<file path="src/rtl/qspi_pkg.sv">
// Shared constants and types for the QSPI flash command sequencer.
// Holds wire-width codes, flash opcodes, request op encoding and FSM states.
package qspi_pkg;

    localparam logic [1:0] WIREWIDTH_1 = 2'b00;
    localparam logic [1:0] WIREWIDTH_2 = 2'b01;
    localparam logic [1:0] WIREWIDTH_4 = 2'b11;

    localparam logic [7:0] OPC_READ      = 8'h03;
    localparam logic [7:0] OPC_QUAD_READ = 8'h6B;
    localparam logic [7:0] OPC_PAGE_PROG = 8'h02;
    localparam logic [7:0] OPC_WREN      = 8'h06;

    typedef enum logic [1:0] {
        OP_READ      = 2'b00,
        OP_QUAD_READ = 2'b01,
        OP_PAGE_PROG = 2'b10,
        OP_WREN      = 2'b11
    } op_e;

    typedef enum logic [2:0] {
        ST_IDLE,
        ST_CMD,
        ST_ADDR,
        ST_DUMMY,
        ST_DATA,
        ST_GAP,
        ST_DONE
    } state_e;

    function automatic logic [7:0] op_opcode(input op_e op);
        case (op)
            OP_READ:      return OPC_READ;
            OP_QUAD_READ: return OPC_QUAD_READ;
            OP_PAGE_PROG: return OPC_PAGE_PROG;
            default:      return OPC_WREN;
        endcase
    endfunction

endpackage

</file>
<file path="src/rtl/qspi_flash_sequencer_if.sv">
// Request/stream side and byte-controller side of the flash sequencer.
// master = sequencer, slave = memory client plus byte controller.
interface qspi_flash_sequencer_if;
    logic        req_valid;
    logic        req_ready;
    logic [1:0]  req_op;
    logic [23:0] req_addr;
    logic [7:0]  req_len;
    logic [7:0]  wdata;
    logic        wdata_valid;
    logic        wdata_ready;
    logic [7:0]  rdata;
    logic        rdata_valid;
    logic        done;
    logic        err;
    logic        busy;
    logic [7:0]  byte_tx;
    logic [7:0]  byte_rx;
    logic        byte_r_w;
    logic [1:0]  byte_width;
    logic        byte_valid;
    logic        byte_ready;

    modport master (
        input  req_valid, req_op, req_addr, req_len, wdata, wdata_valid, byte_rx, byte_ready,
        output req_ready, wdata_ready, rdata, rdata_valid, done, err, busy,
               byte_tx, byte_r_w, byte_width, byte_valid
    );

    modport slave (
        output req_valid, req_op, req_addr, req_len, wdata, wdata_valid, byte_rx, byte_ready,
        input  req_ready, wdata_ready, rdata, rdata_valid, done, err, busy,
               byte_tx, byte_r_w, byte_width, byte_valid
    );
endinterface

</file>
<file path="src/rtl/qspi_flash_sequencer.sv">
// Splits one flash op into cmd/addr/dummy/data byte requests; first byte the cycle after accept, one idle cycle between bytes.
// Program data waits on wdata_valid; read data has no backpressure. QSPI_SEQ_QUAD_EN enables the x4 QUAD_READ path.
module qspi_flash_sequencer
    import qspi_pkg::*;
#(
    parameter int ADDR_BYTES  = 3,
    parameter int DUMMY_BYTES = 1
) (
    input  logic                   clk,
    input  logic                   rst,
    qspi_flash_sequencer_if.master bus
);

    localparam logic [7:0] ADDR_LAST  = 8'(ADDR_BYTES - 1);
    localparam logic [7:0] DUMMY_LAST = 8'(DUMMY_BYTES - 1);

    state_e      state_q, state_d;
    state_e      phase_q, phase_d;
    op_e         op_q, op_d;
    logic [23:0] addr_q, addr_d;
    logic [7:0]  len_q, len_d;
    logic [7:0]  cnt_q, cnt_d;
    logic [7:0]  byte_tx_q, byte_tx_d;
    logic        byte_valid_q, byte_valid_d;
    logic        byte_r_w_q, byte_r_w_d;
    logic [1:0]  byte_width_q, byte_width_d;
    logic [7:0]  rdata_q, rdata_d;
    logic        rdata_valid_q, rdata_valid_d;
    logic        done_q, done_d;
    logic        err_q, err_d;
    logic        req_ready_q, req_ready_d;

    op_e         req_op_eff;
    logic        is_quad;
    logic [1:0]  data_width;
    logic [8:0]  page_sum;
    logic [31:0] addr_ext;
    logic [7:0]  addr_byte;
    logic        xfer;
    logic        load_wdata;

`ifdef QSPI_SEQ_QUAD_EN
    assign req_op_eff = op_e'(bus.req_op);
    assign is_quad    = (op_q == OP_QUAD_READ);
    assign data_width = is_quad ? WIREWIDTH_4 : WIREWIDTH_1;
`else
    // Without quad support op 01 degrades to a plain single-wire READ.
    assign req_op_eff = (op_e'(bus.req_op) == OP_QUAD_READ) ? OP_READ : op_e'(bus.req_op);
    assign is_quad    = 1'b0;
    assign data_width = WIREWIDTH_1;
`endif

    assign page_sum   = {1'b0, bus.req_addr[7:0]} + {1'b0, bus.req_len};
    assign addr_ext   = {8'h00, addr_q};
    assign addr_byte  = addr_ext[{cnt_q[1:0], 3'b000} +: 8];
    assign xfer       = byte_valid_q && bus.byte_ready;
    assign load_wdata = (state_q == ST_DATA) && (op_q == OP_PAGE_PROG) && !byte_valid_q && bus.wdata_valid;

    always_comb begin
        state_d       = state_q;
        phase_d       = phase_q;
        op_d          = op_q;
        addr_d        = addr_q;
        len_d         = len_q;
        cnt_d         = cnt_q;
        byte_tx_d     = byte_tx_q;
        byte_valid_d  = byte_valid_q;
        byte_r_w_d    = byte_r_w_q;
        byte_width_d  = byte_width_q;
        rdata_d       = rdata_q;
        rdata_valid_d = 1'b0;
        done_d        = 1'b0;
        err_d         = 1'b0;

        case (state_q)
            ST_IDLE: begin
                if (bus.req_valid && req_ready_q) begin
                    if (req_op_eff == OP_PAGE_PROG && page_sum[8]) begin
                        err_d = 1'b1;
                    end else begin
                        op_d         = req_op_eff;
                        addr_d       = bus.req_addr;
                        len_d        = bus.req_len;
                        cnt_d        = 8'd0;
                        state_d      = ST_CMD;
                        byte_valid_d = 1'b1;
                        byte_tx_d    = op_opcode(req_op_eff);
                        byte_r_w_d   = 1'b1;
                        byte_width_d = WIREWIDTH_1;
                    end
                end
            end
            ST_CMD, ST_ADDR, ST_DUMMY, ST_DATA: begin
                if (load_wdata) begin
                    byte_valid_d = 1'b1;
                    byte_tx_d    = bus.wdata;
                    byte_r_w_d   = 1'b1;
                    byte_width_d = WIREWIDTH_1;
                end
                if (xfer) begin
                    byte_valid_d = 1'b0;
                    state_d      = ST_GAP;
                    if (state_q == ST_DATA && op_q != OP_PAGE_PROG) begin
                        rdata_d       = bus.byte_rx;
                        rdata_valid_d = 1'b1;
                    end
                    if (cnt_q != 8'd0) begin
                        cnt_d   = cnt_q - 8'd1;
                        phase_d = state_q;
                    end else begin
                        case (state_q)
                            ST_CMD: begin
                                if (op_q == OP_WREN) begin
                                    phase_d = ST_DONE;
                                end else begin
                                    phase_d = ST_ADDR;
                                    cnt_d   = ADDR_LAST;
                                end
                            end
                            ST_ADDR: begin
                                if (is_quad) begin
                                    phase_d = ST_DUMMY;
                                    cnt_d   = DUMMY_LAST;
                                end else begin
                                    phase_d = ST_DATA;
                                    cnt_d   = len_q;
                                end
                            end
                            ST_DUMMY: begin
                                phase_d = ST_DATA;
                                cnt_d   = len_q;
                            end
                            default: phase_d = ST_DONE;
                        endcase
                    end
                end
            end
            // One idle cycle so the controller can drop its completion flag.
            ST_GAP: begin
                state_d = phase_q;
                case (phase_q)
                    ST_ADDR: begin
                        byte_valid_d = 1'b1;
                        byte_tx_d    = addr_byte;
                        byte_r_w_d   = 1'b1;
                        byte_width_d = WIREWIDTH_1;
                    end
`ifdef QSPI_SEQ_QUAD_EN
                    ST_DUMMY: begin
                        byte_valid_d = 1'b1;
                        byte_tx_d    = 8'h00;
                        byte_r_w_d   = 1'b1;
                        byte_width_d = WIREWIDTH_1;
                    end
`endif
                    ST_DATA: begin
                        if (op_q != OP_PAGE_PROG) begin
                            byte_valid_d = 1'b1;
                            byte_tx_d    = 8'h00;
                            byte_r_w_d   = 1'b0;
                            byte_width_d = data_width;
                        end
                    end
                    ST_DONE: done_d = 1'b1;
                    default: state_d = ST_IDLE;
                endcase
            end
            ST_DONE: state_d = ST_IDLE;
            default: state_d = ST_IDLE;
        endcase

        req_ready_d = (state_d == ST_IDLE);
    end

    always_ff @(posedge clk) begin
        if (rst) begin
            state_q       <= ST_IDLE;
            phase_q       <= ST_IDLE;
            op_q          <= OP_READ;
            addr_q        <= 24'h0;
            len_q         <= 8'h0;
            cnt_q         <= 8'h0;
            byte_tx_q     <= 8'h0;
            byte_valid_q  <= 1'b0;
            byte_r_w_q    <= 1'b0;
            byte_width_q  <= WIREWIDTH_1;
            rdata_q       <= 8'h0;
            rdata_valid_q <= 1'b0;
            done_q        <= 1'b0;
            err_q         <= 1'b0;
            req_ready_q   <= 1'b0;
        end else begin
            state_q       <= state_d;
            phase_q       <= phase_d;
            op_q          <= op_d;
            addr_q        <= addr_d;
            len_q         <= len_d;
            cnt_q         <= cnt_d;
            byte_tx_q     <= byte_tx_d;
            byte_valid_q  <= byte_valid_d;
            byte_r_w_q    <= byte_r_w_d;
            byte_width_q  <= byte_width_d;
            rdata_q       <= rdata_d;
            rdata_valid_q <= rdata_valid_d;
            done_q        <= done_d;
            err_q         <= err_d;
            req_ready_q   <= req_ready_d;
        end
    end

    assign bus.req_ready   = req_ready_q;
    assign bus.busy        = (state_q != ST_IDLE);
    assign bus.wdata_ready = load_wdata;
    assign bus.rdata       = rdata_q;
    assign bus.rdata_valid = rdata_valid_q;
    assign bus.done        = done_q;
    assign bus.err         = err_q;
    assign bus.byte_tx     = byte_tx_q;
    assign bus.byte_r_w    = byte_r_w_q;
    assign bus.byte_width  = byte_width_q;
    assign bus.byte_valid  = byte_valid_q;

endmodule

</file>
<file path="src/flat_wrapper.sv">
// flat-port wrapper written by rule: the top's interface ports become plain ports
module qspi_flash_sequencer_flat import qspi_pkg::*;
#(
    parameter int ADDR_BYTES  = 3,
    parameter int DUMMY_BYTES = 1
)
  (clk, rst, bus_req_valid, bus_req_op, bus_req_addr, bus_req_len, bus_wdata, bus_wdata_valid, bus_byte_rx, bus_byte_ready, bus_req_ready, bus_wdata_ready, bus_rdata, bus_rdata_valid, bus_done, bus_err, bus_busy, bus_byte_tx, bus_byte_r_w, bus_byte_width, bus_byte_valid);
  qspi_flash_sequencer_if bus_i ();
  input  logic clk;
  input  logic rst;
  input wire logic [$bits(bus_i.req_valid)-1:0] bus_req_valid;
  input wire logic [$bits(bus_i.req_op)-1:0] bus_req_op;
  input wire logic [$bits(bus_i.req_addr)-1:0] bus_req_addr;
  input wire logic [$bits(bus_i.req_len)-1:0] bus_req_len;
  input wire logic [$bits(bus_i.wdata)-1:0] bus_wdata;
  input wire logic [$bits(bus_i.wdata_valid)-1:0] bus_wdata_valid;
  input wire logic [$bits(bus_i.byte_rx)-1:0] bus_byte_rx;
  input wire logic [$bits(bus_i.byte_ready)-1:0] bus_byte_ready;
  output wire logic [$bits(bus_i.req_ready)-1:0] bus_req_ready;
  output wire logic [$bits(bus_i.wdata_ready)-1:0] bus_wdata_ready;
  output wire logic [$bits(bus_i.rdata)-1:0] bus_rdata;
  output wire logic [$bits(bus_i.rdata_valid)-1:0] bus_rdata_valid;
  output wire logic [$bits(bus_i.done)-1:0] bus_done;
  output wire logic [$bits(bus_i.err)-1:0] bus_err;
  output wire logic [$bits(bus_i.busy)-1:0] bus_busy;
  output wire logic [$bits(bus_i.byte_tx)-1:0] bus_byte_tx;
  output wire logic [$bits(bus_i.byte_r_w)-1:0] bus_byte_r_w;
  output wire logic [$bits(bus_i.byte_width)-1:0] bus_byte_width;
  output wire logic [$bits(bus_i.byte_valid)-1:0] bus_byte_valid;
  assign bus_i.req_valid = bus_req_valid;
  assign bus_i.req_op = bus_req_op;
  assign bus_i.req_addr = bus_req_addr;
  assign bus_i.req_len = bus_req_len;
  assign bus_i.wdata = bus_wdata;
  assign bus_i.wdata_valid = bus_wdata_valid;
  assign bus_i.byte_rx = bus_byte_rx;
  assign bus_i.byte_ready = bus_byte_ready;
  assign bus_req_ready = bus_i.req_ready;
  assign bus_wdata_ready = bus_i.wdata_ready;
  assign bus_rdata = bus_i.rdata;
  assign bus_rdata_valid = bus_i.rdata_valid;
  assign bus_done = bus_i.done;
  assign bus_err = bus_i.err;
  assign bus_busy = bus_i.busy;
  assign bus_byte_tx = bus_i.byte_tx;
  assign bus_byte_r_w = bus_i.byte_r_w;
  assign bus_byte_width = bus_i.byte_width;
  assign bus_byte_valid = bus_i.byte_valid;
  qspi_flash_sequencer #(.ADDR_BYTES(ADDR_BYTES), .DUMMY_BYTES(DUMMY_BYTES)) u_core (.clk(clk), .rst(rst), .bus(bus_i));
endmodule
</file>
<file path="config.mk">
export PLATFORM = sky130hd
export DESIGN_NAME = qspi_flash_sequencer_flat
export DESIGN_NICKNAME = d
export VERILOG_FILES = /design/src/rtl/qspi_pkg.sv /design/src/rtl/qspi_flash_sequencer_if.sv /design/src/rtl/qspi_flash_sequencer.sv /design/src/flat_wrapper.sv
export SDC_FILE = /design/constraint.sdc
export NUM_CORES = 1
export LEC_CHECK = 0
export ABC_AREA = 1
export BUFFER_PORTS_ARGS = -buffer_cell sky130_fd_sc_hd__buf_2
export CAP_MARGIN = 20
export CORE_ASPECT_RATIO = 0.6
export CORE_MARGIN = 2
export CORE_UTILIZATION = 55
export CTS_BUF_LIST = sky130_fd_sc_hd__clkbuf_16
export DETAILED_ROUTE_END_ITERATION = 7
export PLACE_DENSITY = 0.81
export SYNTH_ARGS = -nofsm -noshare
export SYNTH_HDL_FRONTEND = slang
export SYNTH_SLANG_ARGS = --single-unit
</file>
<file path="constraint.sdc">
create_clock -name clk -period 3.3 [get_ports clk]
set_input_delay 0.33 -clock clk [delete_from_list [all_inputs] [get_ports clk]]
set_output_delay 0.33 -clock clk [all_outputs]
set_load 0.01 [all_outputs]
</file>
* Word level (Yosys, flattened, before mapping)
Cells that the tools add are included.
** Word-level totals
- Logic and storage cells :: 116
- Input bits :: 55
- Flip-flop bits (word level) :: 72
** Operators by class
- Equal/unequal tests :: 23
- Reductions and logical operators :: 27
- $add $sub $neg :: 2
- Shift-type cells :: 1
- Multiplexer cells :: 42
- Bitwise gates (word level) :: 6
** Operator list (count)
- $mux W8 :: 9
- $pmux W8 S2 :: 3
- $shiftx A32 B6 Y8 :: 1
- $pmux W8 S3 :: 1
- $pmux W7 S3 :: 1
- $mux W3 :: 6
- $reduce_and A6 Y1 :: 3
- $eq A3 B3 Y1 const B :: 4
- $mux W2 :: 5
- $add A8 B8 Y9 :: 1
- $eq A3 B2 Y1 const B :: 3
- $mux W1 :: 9
- $ne A3 B2 Y1 const B :: 3
- $pmux W3 S3 :: 1
- $reduce_or A3 Y1 :: 3
- $reduce_bool A8 Y1 :: 1
- $sub A8 B1 Y8 const B :: 1
- $logic_and A1 B1 Y1 :: 7
- $eq A2 B2 Y1 const B :: 3
- $logic_not A3 Y1 :: 2
- $ne A2 B2 Y1 const B :: 3
- $not A1 Y1 :: 6
- $pmux W1 S3 :: 2
- $pmux W2 S3 :: 1
- 16 further kinds :: 22

* Longest topological paths before layout
Gate-level depths: netlist (run 1).
- Depth in word-level cells :: 8
- Depth in mapped cells :: 14
- Gate-level depth less buffers :: 13

* Worst setup path after synthesis (run 1)
Ideal clock, no wire load.
- Kind :: reg-to-reg
- Start point :: register u_core.cnt_q[1]
- End point :: register u_core.cnt_q[0]
- Period minus slack after synthesis :: 1.803 ns
- Slack :: 1.497 ns
- Arrival :: 1.690 ns
- Stages on the path, launching flop included :: 15
- Setup time :: 0.113 ns
- Cells stage by stage :: dfxtp_1 inv_1 buf_2 ha_1 nand2_1 nor2_1 inv_1 nor2_4 nand2_1 clkinv_1 nor2_4 nand2_2 inv_2 nor2_1 nor2_1
** On the way
- Word-level cells in the longest chain between the ends :: 4
- Elaborated cells on any way between the ends :: 7
- Those cells by class :: eq/ne (2); mux (3); reduce/logical (2)
** RTL lines
- start: declaration :: line qspi_flash_sequencer.sv:22 : logic [7:0] cnt_q, cnt_d;
- start signal: assignment :: line qspi_flash_sequencer.sv:198 : cnt_q <= cnt_d;
- $reduce_bool A8 Y1 * :: line qspi_flash_sequencer.sv:107 : if (cnt_q != 8'd0) begin
- $mux W8 :: line qspi_flash_sequencer.sv:107
- $mux W8 :: line qspi_flash_sequencer.sv:100 : if (xfer) begin
- $pmux W8 S2 :: line qspi_flash_sequencer.sv:75 : case (state_q)
Every way passes the cells marked *; elsewhere a longest branch is shown, timed or not. The select of a mux whose other input is x is not followed.
A chain may end at the register's enable or synchronous reset.

* Final worst setup path (run 1)
- Start point :: register u_core.cnt_q[0]
- End point :: register u_core.cnt_q[0]
** On the way
- Word-level cells in the longest chain between the ends :: 4
- Elaborated cells on any way between the ends :: 8
- Those cells by class :: add/sub (1); eq/ne (2); mux (3); reduce/logical (2)
** RTL lines (line)
- $sub A8 B1 Y8 or $reduce_bool A8 Y1 (tied branches) :: qspi_flash_sequencer.sv:108, qspi_flash_sequencer.sv:107
- $mux W8 :: qspi_flash_sequencer.sv:107
- $mux W8 :: qspi_flash_sequencer.sv:100
- $pmux W8 S2 :: qspi_flash_sequencer.sv:75
Parallel ways exist; a longest one is shown, timed or not. The select of a mux whose other input is x is not followed.

==> results of run 1 <==
-- report_power, final --
part           switching (uW)  total, uW  leakage, uW  internal, uW
sequential               44.8        952     0.000573           907
combinational             285        449      0.00143           164
clock                     336        824     0.000131           488
total                     666       2220      0.00214          1560
-- state kept, by name (all words and copies together), names as in the netlist, 2 cells and up --
name	cells
u_core.op_q	2
u_core.addr_q	24
u_core.cnt_q	8
u_core.bus.byte_tx	8
u_core.state_q	3
u_core.bus.rdata	8
u_core.len_q	8
u_core.phase_q	3
-- cells by family (layout without fill, tap and decap cells) --
| family | Yosys count | after routing | share of synthesized area [%] |
|---|---|---|---|
| XOR/XNOR | 2 | 2 | 0.4815 |
| other | 1 | 2 | 0.1031 |
| AND/OR/NAND/NOR | 322 | 322 | 37.79 |
| AO/OA/AOI/OAI | 74 | 74 | 10.59 |
| adder cells (fa/ha/maj) | 8 | 8 | 2.751 |
| buffers and inverters | 88 | 161 | 9.766 |
| flip-flops | 70 | 70 | 38.51 |
-- metrics by stage --
| step | worst slack [ps] | hold WS [ps] |
|---|---|---|
| after floorplan | 1497 | 446.4 |
| final | 935.0 | 217.1 |
| after global placement | 902.3 | 463.4 |
| after CTS | 977.1 | 213.9 |
| after detailed placement | 832.8 | 470.6 |
| after global routing | 700.8 | 226.4 |
-- layer usage --
metal	track usage, %	up-vias
met5	0	-
met4	8.013	0
met3	10.76	13
met2	42.55	154
met1	35.91	1650
li1	-	1915
-- critical path, stage by stage, from the launching register on --
cell and delay (ps):
dfxtp_1 640, inv_1 230, ha_1 280, nand2_1 80
nor2_1 80, inv_1 110, nor2_4 70, nand2_1 70
clkinv_1 80, nor2_4 180, nand2_2 120, inv_2 180
nor2_1 50, nor2_1 120
-- cell type report --
type	count	area [um^2]	area share (%)
Multi-Input combinational cell	408	1886	43.90
Tap cell	84	105.1	2.447
Clock buffer	9	225.2	5.243
Sequential cell	70	1401	32.62
Inverter	67	251.5	5.855
Timing Repair Buffer	80	405.4	9.438
Clock inverter	5	21.27	0.4952
-- worst max path at each step --
stage / endpoint / slack [ps] / cells past startpoint
floorplan: u_core.cnt_q[0] / 1500 / 14
global placement: u_core.len_q[1] / 900 / 13
detailed placement: u_core.len_q[2] / 830 / 13
CTS: u_core.cnt_q[0] / 980 / 13
global route: u_core.cnt_q[1] / 700 / 13
finish: u_core.cnt_q[0] / 940 / 13
-- cell usage in the layout, fill, tap and decap left out, types with 2 or more instances in the layout --
cell type	Yosys	layout
nand3_2	3	3
nand3_1	29	29
ha_1	8	8
buf_2	5	78
o21ai_0	46	46
nor2_1	136	136
nand2_1	123	123
clkinv_1	3	4
nand2_2	5	5
inv_2	9	9
nand4_1	13	13
inv_1	55	57
nor3_1	4	4
conb_1	1	2
clkbuf_16	0	9
a21oi_1	17	17
clkinv_2	0	2
dfxtp_1	70	70
nor2_2	2	2
buf_4	5	2
o211ai_1	3	3
nor2_4	2	2
o21ai_1	5	5
==> flow_summary_export.csv, run 1 <==
group,metric,value,unit
outcome,status,"complete, no violations",
cts,root_buffer,"clkbuf_16",
sta,maxSlewViolCount,0,
hold_path,hp-class,"in2reg",
global_route,grt_max_degree,37,
cts,clock_path_buffers,2,
detailed_routing,met3_length,887,um
hold_path,hp-start,"bus_byte_rx[2]",
global_route,track_usage,27.66,%
setup_path,cp.required,3570,ps
detailed_routing,wirelength,9311,um
synthesis,netlist_top_cells_count,"nor2_1, nand2_1, dfxtp_1",
synthesis,synth_top_area_share,38.51,%
sta,tns,0,ps
synthesis,yosysMostFrequentCell,"nor2_1",
sta,slew_headroom,52.44,%
place,dp_cells,709,
global_route,grt_pass1_vias,3442,
cts,cts_buffers,9,
setup_path,path_class,"reg2reg",
finish,antenna_cells,0,
synthesis,ys_warn_count,0,
finish,drive_above_1_share,18.15,%
die,die_w,109.0,um
cts,clock_latency,340,ps
finish,nets,699,
finish,syn_to_final_growth,18.05,%
cts,holdBufCountCts,0,
synthesis,synthFlopType,"dfxtp_1",
setup_path,rr_startpoint,"u_core.cnt_q[0]",
finish,stdcell_count,723,
global_route,antenna_found_initial,0,
hold_path,min_path_cells,3,
synthesis,synth_edf_count,0,
die,row_count,22,
setup_path,worst_r2r_endpoint,"u_core.cnt_q[0]",
synthesis,async_flop_share,0,%
setup_path,rr_worst_depth,13,
detailed_routing,drt_iter0_markers,261,
detailed_routing,vias,3732,
power,finalPower,2224,uW
synthesis,ys_seq_area_share,38.51,%
setup_path,rrSetupSlack,940,ps
synthesis,synthTopCellsByArea,"dfxtp_1, nor2_1, nand2_1",
synthesis,synth.cell_area,3638,um^2
finish,n_fill_cell,556,
detailed_routing,drtAntennaViolNets,0,
place,dpl_cell_area,4049,um^2
setup_path,worstPathArrival,2640,ps
detailed_routing,wl_per_cell,12.88,um
sta,skew,5.149,ps
die,die-area,7303,um^2
detailed_routing,drc,0,
detailed_routing,dr_wl_met2,3909,um
sta,setup_viol,0,
sta,final-hold-violation-count,0,
setup_path,setup.worst_path.end_class,"flip-flop",
synthesis,ys_types,32,
die,io_pins,81,
finish,utilization,68.74,%
sta,worstMarginPinSlew,711.4,ps
setup_path,critPathMaxFanout,16,
place,portBuffers,78,
detailed_routing,wl_met1,4404,um
power,p_leak,0.002137,uW
sta,min_period,2365,ps
finish,final_area,4295,um^2
place,place_congestion,0.9434,
die,design.core.area,6248,um^2
synthesis,syn_inst,565,
sta,clock.fmax,422.8,MHz
cts,cts.clk_slew.worst_paths,50,ps
global_route,grt_pass1_wl,15430,um
cts,htree_levels,3,
synthesis,netlist.top_cell.by_area,"dfxtp_1",
die,fp.dieH,67,um
power,peakVddDrop,0.3780,mV
setup_path,crit_start,"u_core.cnt_q[0]",
global_route,grt_remaining_overflow,0,
detailed_routing,routed.top_layer,"met4",
job,maxCapViolations,0,
hold_path,min_to,"u_core.bus.rdata[2]",
setup_path,cp-start-kind,"flip-flop",
power,cellPowerDensity,517.8,nW/um^2
die,initial_core_util,58.23,%
detailed_routing,via_per_inst,5.162,
detailed_routing,firstDrtPassIters,6,
cts,cts-resized-gates,0,
synthesis,synth_seq_cells,70,
sta,period_share,71.67,%
cts,clkSinkCount,70,
sta,rsz0062_at_grt,"false",
cts,cts_tree,"done",
synthesis,syn_area_per_cell,6.440,um^2
cts,cts_setup_buffers,0,
place,dp_hpwl,6949,um
Power figures use the tool's default switching activity.
==> run 2, diff against run 1 <==
--- a/config.mk
+++ b/config.mk
@@ -10,10 +10,10 @@
 export CAP_MARGIN = 20
 export CORE_ASPECT_RATIO = 0.6
 export CORE_MARGIN = 2
-export CORE_UTILIZATION = 55
+export CORE_UTILIZATION = 54
 export CTS_BUF_LIST = sky130_fd_sc_hd__clkbuf_16
 export DETAILED_ROUTE_END_ITERATION = 7
-export PLACE_DENSITY = 0.81
+export PLACE_DENSITY = 0.8
 export SYNTH_ARGS = -nofsm -noshare
 export SYNTH_HDL_FRONTEND = slang
 export SYNTH_SLANG_ARGS = --single-unit
==> constraint.sdc (replaced) <==
create_clock -name clk -period 2.3 [get_ports clk]
set_input_delay 0.23 -clock clk [delete_from_list [all_inputs] [get_ports clk]]
set_output_delay 0.23 -clock clk [all_outputs]
set_load 0.01 [all_outputs]
==> run 2 against run 1 <==
Wire length up 3.6%. Combinational power rose by 54%. Clock power increased by 93%. Worst hold slack got worse by 100 ps. Critical path type unchanged. Clock-buffer cell count stayed put. Cell area up 3.9%.
==> flow_summary_export.csv, run 2 (synthesis results as in run 1) <==
group,metric,value,unit
finish,largest_reg_flops,24,
detailed_routing,via_per_inst,5.145,
die,io_pins,81,
detailed_routing,vias,3787,
detailed_routing,firstDrtPassIters,6,
detailed_routing,wirelength,9648,um
finish,syn_to_final_growth,22.66,%
die,design.core.area,6590,um^2
setup_path,cp.required,2540,ps
finish,nets,707,
die,fp.dieH,67.59,um
power,p_leak,0.002215,uW
finish,stdcell_count,736,
finish,final_cell_mix,"nor2_1, nand2_1, buf_2, dfxtp_1, inv_1",
sta,rsz0062_at_grt,"false",
die,die-area,7432,um^2
outcome,status,"complete, no violations",
detailed_routing,drtAntennaViolNets,0,
sta,period_share,89.36,%
power,cellPowerDensity,813.0,nW/um^2
detailed_routing,drt_iter0_markers,278,
setup_path,crit_path_max_incr_delay,320,ps
setup_path,critPathMaxFanout,7,
finish,layout_commonest_cell,"nor2_1",
job,maxCapViolations,0,
place,dp_cells,718,
die,initial_core_util,55.21,%
place,place_congestion,0.9176,
cts,clock_latency,340,ps
cts,holdBufCountCts,0,
finish,final_area,4463,um^2
global_route,grt_remaining_overflow,0,
place,dpl_cell_area,4110,um^2
finish,seqCellArea,1401,um^2
sta,clock.fmax,486.5,MHz
finish,top_register,"u_core.addr_q",
setup_path,worstPathArrival,2290,ps
detailed_routing,wl_per_cell,13.11,um
setup_path,cp_num_buf_inv,4,
sta,final-hold-violation-count,0,
power,peakVddDrop,0.6505,mV
detailed_routing,drc,0,
place,portBuffers,78,
cts,cts_buffers,9,
sta,holdWs,116.8,ps
finish,n_fill_cell,584,
global_route,grt_pass1_wl,15700,um
cts,htree_levels,3,
sta,min_period,2055,ps
setup_path,path_class,"reg2reg",
setup_path,setup.worst_path.end_class,"flip-flop",
cts,clkSinkCount,70,
cts,root_buffer,"clkbuf_16",
global_route,grt_pass1_vias,3528,
global_route,grt_max_degree,40,
finish,multiInputGateArea,1888,um^2
die,die_w,110.0,um
finish,utilization,67.72,%
global_route,antenna_found_initial,0,
setup_path,cp_top_family,"simple AND/OR/NAND/NOR gates",
cts,cts_tree,"done",
sta,setup_viol,0,
sta,maxSlewViolCount,0,
finish,drive_above_1_share,20.03,%
cts,clock_path_buffers,2,
cts,cts.clk_slew.worst_paths,60,ps
finish,antenna_cells,0,
place,dp_hpwl,6933,um
setup_path,cp_cell_sequence,"inv_1, ha_1, nand2_1, nor2_2, inv_1, nor2_4, nand2_1, clkinv_1, nor2_4, nand2_2, inv_2, nor2_1, nor2_1",
sta,tns,0,ps
setup_path,cp-start-kind,"flip-flop",
hold_path,hp-class,"in2reg",
sta,slew_headroom,53.72,%
global_route,track_usage,27.41,%
die,row_count,23,
sta,worstMarginPinSlew,693.4,ps
sta,skew,4.270,ps
setup_path,cp_slowest_cell,"dfxtp_1",
-- run 2: cell count changes in the layout (fill, tap and decap cells not counted), sizes merged --
cell	before	now
inv	66	64
bufinv	0	3
clkinvlp	0	1
buf	80	88
-- run 2: final timing paths --
| kind | slack (ps) | start | depth (start not counted) | to |
|---|---|---|---|---|
| min reg2reg | 480 | u_core.addr_q[3] | 2 | u_core.addr_q[3] |
| max reg2reg | 240 | u_core.cnt_q[0] | 13 | u_core.cnt_q[7] |
| min | 120 | bus_byte_rx[2] | 3 | u_core.bus.rdata[2] |
| max | 240 | u_core.cnt_q[0] | 13 | u_core.cnt_q[7] |
-- run 2: per-layer routing --
layer | part of all wire [%] | track usage [%] | up-vias
met5 | 0 | 0 | -
met4 | 1.1 | 7.120 | 0
met3 | 9.0 | 10.14 | 12
met2 | 44 | 43.25 | 140
met1 | 46 | 35.53 | 1704
li1 | - | - | 1931
-- run 2: layout make-up --
| class | count | share of cell area [%] |
|---|---|---|
| timing repair buffer | 88 | 10.65 |
| sequential | 70 | 31.40 |
| multi-input combinational | 408 | 42.30 |
| clock buffer | 9 | 5.046 |
| clock inverter | 7 | 2.523 |
| inverter | 67 | 5.635 |
| tap | 87 | 2.439 |
-- run 2: worst min-delay path: cells and delay by family --
family        cells  cell delay [ps]
simple gates      2              110
buf+inv           1               80
-- run 2: what timing repair did --
item                       in CTS  in global routing
buffers inserted                0                  2
setup endpoints to repair       0                  8
resized for setup               0                  1
-- run 2: metrics by stage --
stage	power [uW]	setup WS, ps
2_1_floorplan	1836	496.6
3_3_place_gp	2013	174.2
3_5_place_dp	2031	149.4
4_1_cts	3617	144.1
5_1_grt	3799	28.50
6_report	3628	244.6
-- run 2: report_power, final --
part	internal, uW	switching (uW)	leakage, uW
sequential	1300	51.7	0.000573
clock	1050	534	0.000165
combinational	260	430	0.00148
